**config.mk**
```make
export PLATFORM = sky130hd
export DESIGN_NAME = conv_pipe_unit
export DESIGN_NICKNAME = d
export VERILOG_FILES = /design/src/rtl/conv_pipe_unit.sv
export SDC_FILE = /design/constraint.sdc
export NUM_CORES = 1
export LEC_CHECK = 0
export CORE_ASPECT_RATIO = 0.5
export CORE_MARGIN = 2
export CORE_UTILIZATION = 36
export DETAILED_ROUTE_END_ITERATION = 6
export DONT_BUFFER_PORTS = 1
export PLACE_DENSITY = 0.56
export SLEW_MARGIN = 10
export SYNTH_ARGS = -nofsm -noshare
export SYNTH_HDL_FRONTEND = slang
export SYNTH_SLANG_ARGS = --single-unit
```
**constraint.sdc**
```tcl
create_clock -name clk -period 5.4 [get_ports clk]
set_clock_uncertainty 0.15 [all_clocks]
set_input_delay 1.08 -clock clk [delete_from_list [all_inputs] [get_ports clk]]
set_output_delay 1.08 -clock clk [all_outputs]
set_load 0.05 [all_outputs]
```
**src/rtl/conv_pipe_unit.sv**
```systemverilog
// conv_pipe_unit: three-stage pipelined 3x3 convolution with fixed, pass-through
// and software-loaded kernels, one result per beat behind a valid/ready handshake.
module conv_pipe_unit #(
    parameter int PIX_W   = 4,
    parameter int COEF_W  = 5,
    parameter int SHIFT_W = 3,
    parameter int SAT     = 1
) (
    input  logic                 clk,
    input  logic                 rst_n,
    input  logic                 in_valid,
    output logic                 in_ready,
    input  logic [9*PIX_W-1:0]   win_in,
    input  logic [2:0]           func,
    output logic                 out_valid,
    input  logic                 out_ready,
    output logic [PIX_W-1:0]     data_out,
    input  logic                 coef_we,
    input  logic [3:0]           coef_idx,
    input  logic [COEF_W-1:0]    coef_data,
    input  logic [SHIFT_W-1:0]   cfg_shift
);

    localparam int ACC_W = PIX_W + COEF_W + 5;
    // Shift field must hold the fixed >>4 of the blur kernel as well as cfg_shift.
    localparam int SH_W  = (SHIFT_W > 3) ? SHIFT_W : 3;
    localparam logic signed [ACC_W-1:0] PIX_MAX = ACC_W'((1 << PIX_W) - 1);

    logic                     en;
    logic                     accept;

    logic signed [COEF_W-1:0] coef_q   [9];
    logic signed [ACC_W-1:0]  pix_ext  [9];
    logic signed [ACC_W-1:0]  coef_ext [9];

    logic signed [ACC_W-1:0]  term_d   [9];
    logic signed [ACC_W-1:0]  term_q   [9];
    logic [SH_W-1:0]          sh1_d;
    logic [SH_W-1:0]          sh1_q;
    logic                     v1_q;

    logic signed [ACC_W-1:0]  sum_d;
    logic signed [ACC_W-1:0]  sum2_q;
    logic [SH_W-1:0]          sh2_q;
    logic                     v2_q;

    logic signed [ACC_W-1:0]  shifted;
    logic [PIX_W-1:0]         res_d;
    logic                     out_valid_q;
    logic [PIX_W-1:0]         data_out_q;

    assign en        = !out_valid_q || out_ready;
    assign accept    = in_valid && en;
    assign in_ready  = en;
    assign out_valid = out_valid_q;
    assign data_out  = data_out_q;

    for (genvar g = 0; g < 9; g++) begin : g_ext
        assign pix_ext[g]  = $signed({{(ACC_W-PIX_W){1'b0}}, win_in[g*PIX_W +: PIX_W]});
        assign coef_ext[g] = $signed({{(ACC_W-COEF_W){coef_q[g][COEF_W-1]}}, coef_q[g]});
    end

    // A beat sampled in the same cycle as a write sees the pre-write coefficient.
    always_ff @(posedge clk or negedge rst_n) begin
        if (!rst_n) begin
            for (int k = 0; k < 9; k++) begin
                coef_q[k] <= (k == 4) ? COEF_W'(1) : '0;
            end
        end else if (coef_we && (coef_idx <= 4'd8)) begin
            coef_q[coef_idx] <= coef_data;
        end
    end

    always_comb begin
        sh1_d = '0;
        case (func)
            3'b001:  sh1_d = SH_W'(4);
            3'b100:  sh1_d = SH_W'(cfg_shift);
            default: sh1_d = '0;
        endcase
        for (int k = 0; k < 9; k++) begin
            term_d[k] = '0;
            case (func)
                3'b000: term_d[k] = (k == 4) ? (pix_ext[k] <<< 3) + pix_ext[k] : -pix_ext[k];
                3'b001: begin
                    if (k == 4)          term_d[k] = pix_ext[k] <<< 2;
                    else if (k % 2 == 1) term_d[k] = pix_ext[k] <<< 1;
                    else                 term_d[k] = pix_ext[k];
                end
                3'b010: begin
                    if (k == 4)          term_d[k] = (pix_ext[k] <<< 2) + pix_ext[k];
                    else if (k % 2 == 1) term_d[k] = -pix_ext[k];
                    else                 term_d[k] = '0;
                end
                3'b100:  term_d[k] = pix_ext[k] * coef_ext[k];
                default: term_d[k] = (k == 4) ? pix_ext[k] : '0;
            endcase
        end
    end

    always_comb begin
        sum_d = '0;
        for (int k = 0; k < 9; k++) begin
            sum_d = sum_d + term_q[k];
        end
    end

    always_comb begin
        shifted = sum2_q >>> sh2_q;
        res_d   = shifted[PIX_W-1:0];
        if (SAT != 0) begin
            if (shifted < 0)            res_d = '0;
            else if (shifted > PIX_MAX) res_d = '1;
        end
    end

    // The whole pipe moves in lockstep on en, bubbles included.
    always_ff @(posedge clk or negedge rst_n) begin
        if (!rst_n) begin
            v1_q        <= 1'b0;
            sh1_q       <= '0;
            for (int k = 0; k < 9; k++) begin
                term_q[k] <= '0;
            end
            v2_q        <= 1'b0;
            sum2_q      <= '0;
            sh2_q       <= '0;
            out_valid_q <= 1'b0;
            data_out_q  <= '0;
        end else if (en) begin
            v1_q <= accept;
            if (accept) begin
                term_q <= term_d;
                sh1_q  <= sh1_d;
            end
            v2_q <= v1_q;
            if (v1_q) begin
                sum2_q <= sum_d;
                sh2_q  <= sh1_q;
            end
            out_valid_q <= v2_q;
            if (v2_q) begin
                data_out_q <= res_d;
            end
        end
    end

endmodule
```
==> results of run 1 <==
## metal layers
| metal | vias to the layer above | wire (µm) | GRT usage |
|---|---|---|---|
| met4 | 0 | 483 | 0.0338 |
| met2 | 202 | 19800 | 0.287 |
| met5 | - | 0 | 0 |
| met3 | 25 | 2340 | 0.0337 |
| met1 | 6238 | 23000 | 0.281 |
| li1 | 5974 | - | - |
## kinds of logic (layout without fill, tap and decap cells)
logic type / count (synthesis) / in the layout
flip-flops: 178 / 178
buffers and inverters: 406 / 387
adder cells (fa/ha/maj): 371 / 371
other: 0 / 3
multiplexers: 80 / 80
AO/OA/AOI/OAI: 352 / 352
XOR/XNOR: 62 / 62
AND/OR/NAND/NOR: 381 / 381
## power by group through the flow
stage	Combinational, µW	Clock, µW	Sequential, µW
after floorplan	3800	0	1890
after detailed placement	4870	0	2020
final	4890	1310	1990
after CTS	4920	1340	1990
after global placement	4830	0	2010
after global routing	5620	1400	2040
## worst reg2reg max path: stages (launching register included)
cell                       delay, ns
sky130_fd_sc_hd__dfrtp_1        0.33
sky130_fd_sc_hd__inv_1          0.06
sky130_fd_sc_hd__fa_1           0.53
sky130_fd_sc_hd__inv_1          0.06
sky130_fd_sc_hd__fa_1           0.50
sky130_fd_sc_hd__fa_1           0.54
sky130_fd_sc_hd__inv_1          0.05
sky130_fd_sc_hd__fa_1           0.55
sky130_fd_sc_hd__inv_1          0.05
sky130_fd_sc_hd__ha_1           0.23
sky130_fd_sc_hd__fa_1           0.41
sky130_fd_sc_hd__a21oi_1        0.23
sky130_fd_sc_hd__o211ai_1       0.15
sky130_fd_sc_hd__a21o_1         0.18
sky130_fd_sc_hd__o31a_1         0.25
sky130_fd_sc_hd__mux2i_1        0.15
sky130_fd_sc_hd__o211ai_1       0.10
## worst max path at each step
stage / endpoint / startpoint / cells past startpoint
after floorplan: term_q[121]$_DFFE_PN0P_ / win_in[2] / 13
after global placement: term_q[25]$_DFFE_PN0P_ / win_in[28] / 13
after detailed placement: term_q[26]$_DFFE_PN0P_ / win_in[28] / 13
after CTS: sum2_q[12]$_DFFE_PN0P_ / term_q[2]$_DFFE_PN0P_ / 16
after global routing: sum2_q[12]$_DFFE_PN0P_ / term_q[2]$_DFFE_PN0P_ / 16
final: sum2_q[12]$_DFFE_PN0P_ / term_q[2]$_DFFE_PN0P_ / 16
## metrics by stage
| step | hold WS, ns | cell area [µm²] | instances | worst slack, ns | util |
|---|---|---|---|---|---|
| final | 0.164 | 18700 | 2452 | 0.728 | 0.395 |
| after global routing | 0.136 | 18700 | 2449 | 0.448 | 0.395 |
| after CTS | 0.138 | 18700 | 2449 | 0.693 | 0.395 |
| after detailed placement | 0.307 | 18100 | 2417 | 0.657 | 0.382 |
| after global placement | 0.303 | 18100 | 2417 | 0.702 | 0.382 |
| after floorplan | 0.286 | 17400 | 1830 | 0.706 | - |
## flip-flops by register name, indices dropped and copies added (netlist names)
signal and count:
data_out 4, sh2_q 3, sum2_q 14, coef_ext 45, sh1_q 3, v2_q 1
term_q 106, out_valid 1, v1_q 1
## Yosys cell counts (2+ instances only)
cell type                  number
sky130_fd_sc_hd__nand3b_1       2
sky130_fd_sc_hd__o31ai_1       11
sky130_fd_sc_hd__buf_1          8
sky130_fd_sc_hd__clkbuf_1      40
sky130_fd_sc_hd__ha_1         223
sky130_fd_sc_hd__and3_1         3
sky130_fd_sc_hd__a211oi_1       9
sky130_fd_sc_hd__nand2b_1       9
sky130_fd_sc_hd__xor2_1        22
sky130_fd_sc_hd__nor4_2         3
sky130_fd_sc_hd__dfrtp_1      177
sky130_fd_sc_hd__fa_1         148
sky130_fd_sc_hd__buf_2         14
sky130_fd_sc_hd__mux4_1         5
sky130_fd_sc_hd__o211ai_1       5
sky130_fd_sc_hd__o21ai_1       42
sky130_fd_sc_hd__mux2_1         2
sky130_fd_sc_hd__mux2i_1       20
sky130_fd_sc_hd__a31oi_1        3
sky130_fd_sc_hd__a211o_1       19
sky130_fd_sc_hd__o21bai_1      19
sky130_fd_sc_hd__o22ai_1       28
sky130_fd_sc_hd__nor3b_1        4
sky130_fd_sc_hd__nand2_1      135
sky130_fd_sc_hd__and2_1       105
sky130_fd_sc_hd__a22oi_1       20
sky130_fd_sc_hd__mux4_2         3
sky130_fd_sc_hd__nor4_1         2
sky130_fd_sc_hd__a22o_1        16
sky130_fd_sc_hd__a221oi_1       2
sky130_fd_sc_hd__a221o_1        6
sky130_fd_sc_hd__buf_4          2
sky130_fd_sc_hd__a21oi_1      102
sky130_fd_sc_hd__and2b_1        2
sky130_fd_sc_hd__o21ai_0       38
sky130_fd_sc_hd__nand3_1        2
sky130_fd_sc_hd__nor2_1        56
sky130_fd_sc_hd__or3_1          8
sky130_fd_sc_hd__mux2_2        50
sky130_fd_sc_hd__nor3_1        22
sky130_fd_sc_hd__inv_1        339
sky130_fd_sc_hd__a21o_1        27
sky130_fd_sc_hd__xnor2_1       40
sky130_fd_sc_hd__nor2b_1       25
## final cells by class
type / instances / area share
antenna: 3 / 0.000402
clock buffer: 20 / 0.0250
clock inverter: 12 / 0.00770
inverter: 340 / 0.0683
multi-input combinational: 1246 / 0.612
sequential: 178 / 0.238
tap: 638 / 0.0427
timing repair buffer: 15 / 0.00602
==> summary by stage, run 1 <==
Global route
The first global-routing pass estimated 72.4 mm of wire. The initial antenna violation count was 0. Global routing finished with a remaining overflow of 0.

The pin count of the biggest net entering global routing is 179. The number of global-route vias before repair is 12.5k. The total routing resource utilization after global routing is 0.188.

Clock tree
The CTS sink count is 178. Buffers inserted during clock tree synthesis total 17. The post-CTS setup repair buffer count is 0. TritonCTS built the clock tree.

The number of buffers added to fix hold violations after cts is 0. The root buffer cell chosen for the clock tree is sky130_fd_sc_hd__clkbuf_16. The number of gates resized after cts is 0. The buffer levels on the longest clock path is 2. The number of levels the H-tree was split into is 4. After clock tree synthesis, the clock-pin slew on the worst setup and hold paths is 0.07 ns.

Clock latency on the worst-skew pair, taken at its later pin, is 0.46 ns.

Route
Summed over all layers, the routed wires come to 45.7 mm. The count of nets left with antenna violations once routing finished came out at 0. The detailed-router iteration count before antenna repair is 5.

Detailed routing inserted a total of 12.4k vias. In the final routed layout, each cell accounts on average for 18.6 µm. The initial detailed-routing violation count is 915.

The per-cell via count in the routed design is 5.07. The remaining routing DRC violations is 0.

Timing
The maximum operating frequency is 0.214 GHz. In the finished design, the share of the clock period the worst path needs comes to 0.865. Setup violations remaining at the end of the flow were counted as 0. The shortest clock period the worst path allows after layout is 4.67 ns.

The post-route setup TNS is 0 ns. The final hold violation count is 0. For the pin with the worst max-slew slack, the measured transition is 1.25 ns.

Setup repair after global routing left no endpoint under its margin. The max-slew violation count is 0. The worst slew margin relative to its limit is 0.159.

Critical path
The buffers plus inverters on the worst setup path is 4. On the worst path, the slowest cell contributes a delay of 0.55 ns. The length in cells of the worst reg-to-reg path is 16. The endpoint of the worst register-to-register path is sum2_q[12]$_DFFE_PN0P_. The kind of end point of the critical path is a register.

The critical path goes through inv_1 > fa_1 > inv_1 > fa_1 > fa_1 > inv_1 > fa_1 > inv_1 > ha_1 > fa_1 > a21oi_1 > o211ai_1 > a21o_1 > o31a_1 > mux2i_1 > o211ai_1. The worst setup path is of the register to register kind. For this design, the slowest cell found on the critical path is sky130_fd_sc_hd__fa_1. The required time of the worst setup path is 5.55 ns. In this run the register-to-register setup slack is 0.73 ns. In this run the critical register-to-register path is launched from term_q[2]$_DFFE_PN0P_. The startpoint type of the worst setup path is a register. The largest driver fanout on the critical path is 3. The critical path's top delay family is adder cells. The most prevalent standard cell on the critical path is sky130_fd_sc_hd__fa_1.

Data on the critical path arrives at its endpoint at 4.82 ns.

Outcome
The flow ran to the end, and the final reports show no timing, DRC or antenna violations.

Synthesis
The number of flops mapped to enable cells by yosys is 0. sky130_fd_sc_hd__dfrtp_1 takes more of the synthesized area than any other cell. By area the synthesized netlist is led by sky130_fd_sc_hd__dfrtp_1, sky130_fd_sc_hd__fa_1, sky130_fd_sc_hd__ha_1. Of the synthesized area, sequential elements account for 0.256. The dominant combinational cell family by area after synthesis is adder cells. Of the total synthesized cell area, the portion taken by AND, OR, NAND and NOR gates is 0.109. The synthesized area per cell is 9.52 µm². In the synthesized netlist the dominant register cell turns out to be sky130_fd_sc_hd__dfrtp_1. Of the total synthesized cell area, the portion taken by full adders, half adders and majority gates is 0.330. The cell area after synthesis is 17,400 µm². Of the post-synthesis cell area, the part taken by muxes is 0.0565. The synthesized design contains 178 register bits. The number of different library cells used by synthesis comes to 56.

Of the post-synthesis cell area, the dominant cell type holds 0.254. Synthesis handed over a netlist of 1,830 instances. The number of warning messages in the yosys log is 0. Of the total synthesized cell area, the portion taken by XOR and XNOR cells is 0.0312. The compound-cell area share of the yosys netlist is 0.128. When the netlist entered floorplanning its net count stood at 2,257. The fraction of registers with async set/reset is 1.00.

Pwr
The power density over the cells is 438 nW/µm². The part of the total power dissipated in the clock network is 0.160. The reported net switching power is 3660 µW. After layout, the design draws a total of 8190 µW. The sequential power share is 0.243. The leakage component of the power is 0.00958 µW. Across the VDD grid, the largest voltage drop is 0.000284 V. The internal power of the cells totals 4530 µW. The fraction of power spent switching nets is 0.447. The relative contribution of combinational cells to total power is 0.597.

Floorplanning
In this run the core area contains 56 standard-cell rows. The die is 315 µm wide. The die is 160 µm tall. The boundary pin count is 62. The core area is 47,300 µm². The die covers 50,300 µm².

The initial core utilization is 0.368.

Final layout
The top cell types in the final layout, fill and taps aside, are sky130_fd_sc_hd__inv_1, sky130_fd_sc_hd__ha_1, sky130_fd_sc_hd__dfrtp_1. At the end of the flow, the number of nets in the layout was 2,225. From synthesis to final layout, the design area changed by 7.29%. The most common cell after layout, fill and taps aside is sky130_fd_sc_hd__inv_1. The flip-flop and latch area is 4460 µm². The layout has 4,729 filler cells.

In the final layout, the multi-input gates occupy 11,400 µm². The share of final-layout standard cells stronger than drive strength 1 is 0.0613.

Placement
Detailed placement ended at an HPWL of 35.8 mm. Port buffering added 0 buffers. The congestion estimate from routability-driven global placement came to 0.901.

Flow run
The max-capacitance violation count is 0.

Worst hold path
The path type of the worst min-delay path is input port to async pin.
(Power assumes the default switching activity.)
==> inputs of run 2 (changes only) <==
Settings changed: CTS_BUF_LIST set to sky130_fd_sc_hd__clkbuf_4 sky130_fd_sc_hd__clkbuf_8.
==> run 2 against run 1 <==
Net effect: combinational power hardly changed; sequential power hardly changed; global-route usage hardly changed; highest routed layer unchanged.
==> summary by stage, run 2 (synthesis results as in run 1) <==
Clock tree
After clock tree synthesis, the setup repair step added 0 buffers. Counting the buffers created by CTS gives 17. The clock root buffer master is sky130_fd_sc_hd__clkbuf_8. The number of levels the H-tree was split into is 4. The register clock-pin slew on the reported worst setup and hold paths is 0.11 ns.

Gates resized during post-CTS repair numbered 0. The insertion delay of the later-clocked pin in the worst-skew pair is 0.52 ns. The CTS tree is built. Counting every sink on the clock net gives 178. Hold repair after CTS inserted 0 buffers.

The clock passes through at most 2 buffers.

Timing
The final hold violation count is 0. Setup total negative slack on the finished layout was measured at 0 ns. The smallest clock period supported by the final layout is computed as 4.68 ns.

Setup repair after global routing left no endpoint under its margin. The transition at the pin with the smallest max-transition slack is 1.22 ns. The total of endpoints with negative setup slack in the final report is 0. The final critical-path setup slack is 0.716 ns.

The max-slew violation count came to 0. Of the available clock period, the critical path in the final layout requires 0.867. The maximum operating frequency is 0.214 GHz. The worst slew margin relative to its limit is 0.181.

Final layout
The number of flip-flops in the largest register is 106. The library cells used most frequently in the layout, excluding fill and tap cells, are sky130_fd_sc_hd__inv_1, sky130_fd_sc_hd__ha_1, sky130_fd_sc_hd__dfrtp_1. The register with the most flip-flops in the final layout is term_q. From synthesis to final layout, the design area changed by 6.16%.

Of the cells placed in the final design, the portion with a size suffix greater than 1 is 0.0613. The total number of nets in the final design is 2,225. The utilization after layout is 0.391. The finished cells cover 18,500 µm². The library cell used most frequently in the layout, excluding fill and tap cells, is sky130_fd_sc_hd__inv_1.

Route
The detailed-router iteration count before antenna repair is 7. The initial detailed-routing violation count is 892. The remaining routing DRC violations is 0. Dividing the detail-routed via count by the number of cells gives 5.09. The post-detailed-routing wire length is 45.7 mm.

The wire length per cell is 18.7 µm. The final antenna-violating net count is 0. The detailed-route via count is 12.5k.

Global route
The total routing resource utilization after global routing is 0.188. The global-route wire length before repair is 71.8 mm. The number of global-route vias before repair came to 12.5k.

The initial antenna violation count is 0. Entering global routing, the biggest net connects 179 pins. The total congestion overflow is 0.

Critical path
The critical path ends at sum2_q[12]$_DFFE_PN0P_. The endpoint arrival time on the critical path is 4.89 ns. The largest driver fanout on the critical path is 3.

The length in cells of the worst reg-to-reg path is 16. The critical path starts at term_q[2]$_DFFE_PN0P_. By startpoint and endpoint, the worst setup path is classified as register to register. The endpoint identified for the worst register-to-register timing path is sum2_q[12]$_DFFE_PN0P_. The reg-to-reg critical path startpoint is term_q[2]$_DFFE_PN0P_. The worst setup path is captured at a register.

The worst-case register-to-register setup slack is 0.72 ns. STA classifies the critical path startpoint as a register. The required time of the worst setup path is 5.61 ns.

Placement
The HPWL after detailed placement is 35.8 mm. The number of input and output port buffers inserted is 0. The pre-CTS worst setup slack is 0.657 ns. Summing all placed instances gives a cell area of 18,100 µm². The final weighted congestion in routability-driven placement is 0.901.

Pwr
The leakage component of the power is 0.00949 µW. Dividing total power by cell area gives a power density of 427 nW/µm². The worst-case IR drop observed on VDD is 0.000272 V.

Floorplanning
The die extent in x is 315 µm. For this configuration, the core starts out at a cell density of 0.368. Pin placement for this block handled 62 I/O pins. In this run the core area contains 56 standard-cell rows. From bottom edge to top edge, the die measures 160 µm. The core area is 47,300 µm².

The die outline area is 50,300 µm².

Flow run
The max-capacitance violation count is 0.

Outcome
The run finished with clean final reports.

Worst hold path
The tightest min-delay check is of the input port to async pin type.
==> run 2: worst max-delay path: stages, from the launching register on <==
cell and delay (ns):
sky130_fd_sc_hd__dfrtp_1 0.34, sky130_fd_sc_hd__inv_1 0.06, sky130_fd_sc_hd__fa_1 0.53, sky130_fd_sc_hd__inv_1 0.06
sky130_fd_sc_hd__fa_1 0.50, sky130_fd_sc_hd__fa_1 0.54, sky130_fd_sc_hd__inv_1 0.05, sky130_fd_sc_hd__fa_1 0.55
sky130_fd_sc_hd__inv_1 0.05, sky130_fd_sc_hd__ha_1 0.23, sky130_fd_sc_hd__fa_1 0.41, sky130_fd_sc_hd__a21oi_1 0.23
sky130_fd_sc_hd__o211ai_1 0.15, sky130_fd_sc_hd__a21o_1 0.18, sky130_fd_sc_hd__o31a_1 0.25, sky130_fd_sc_hd__mux2i_1 0.15
sky130_fd_sc_hd__o211ai_1 0.10
==> run 2: worst min-delay path by stage <==
stage / start / to / slack, ns
detailed placement: v2_q$_DFFE_PN0N_ / out_valid$_DFFE_PN0N_ / 0.31
finish: rst_n / coef_ext[59]$_DFFE_PN0P_ / 0.10
floorplan: v2_q$_DFFE_PN0N_ / out_valid$_DFFE_PN0N_ / 0.29
CTS: rst_n / coef_ext[57]$_DFFE_PN0P_ / 0.06
global route: rst_n / coef_ext[57]$_DFFE_PN0P_ / 0.06
global placement: v2_q$_DFFE_PN0N_ / out_valid$_DFFE_PN0N_ / 0.30
==> run 2: where the power goes <==
part / total [µW] / switching, µW / leakage, µW / internal, µW
Sequential: 1990 / 368 / 0.00231 / 1620
Combinational: 4890 / 2710 / 0.00698 / 2180
Clock: 1020 / 560 / 0.000203 / 456
==> run 2: final cells by class <==
cell class,count,area (µm²)
inverter,340,1280
clock inverter,12,144
tap,638,798
timing repair buffer,15,113
sequential,178,4460
antenna,1,2.50
multi-input combinational,1246,11400
fill,4755,28800
clock buffer,20,275
==> run 2: per-layer routing <==
layer | up-vias | wire length (µm) | track usage
met5 | - | 0 | 0
li1 | 5953 | - | -
met2 | 227 | 19600 | 0.279
met4 | 0 | 898 | 0.0491
met3 | 51 | 2650 | 0.0436
met1 | 6230 | 22600 | 0.274
==> run 2: stage by stage <==
stage | power [µW] | cells | hold WS [ns]
2_1_floorplan | 5690 | 1830 | 0.286
3_3_place_gp | 6840 | 2417 | 0.303
3_5_place_dp | 6890 | 2417 | 0.307
4_1_cts | 7950 | 2449 | 0.0615
5_1_grt | 8760 | 2449 | 0.0590
6_report | 7890 | 2450 | 0.104
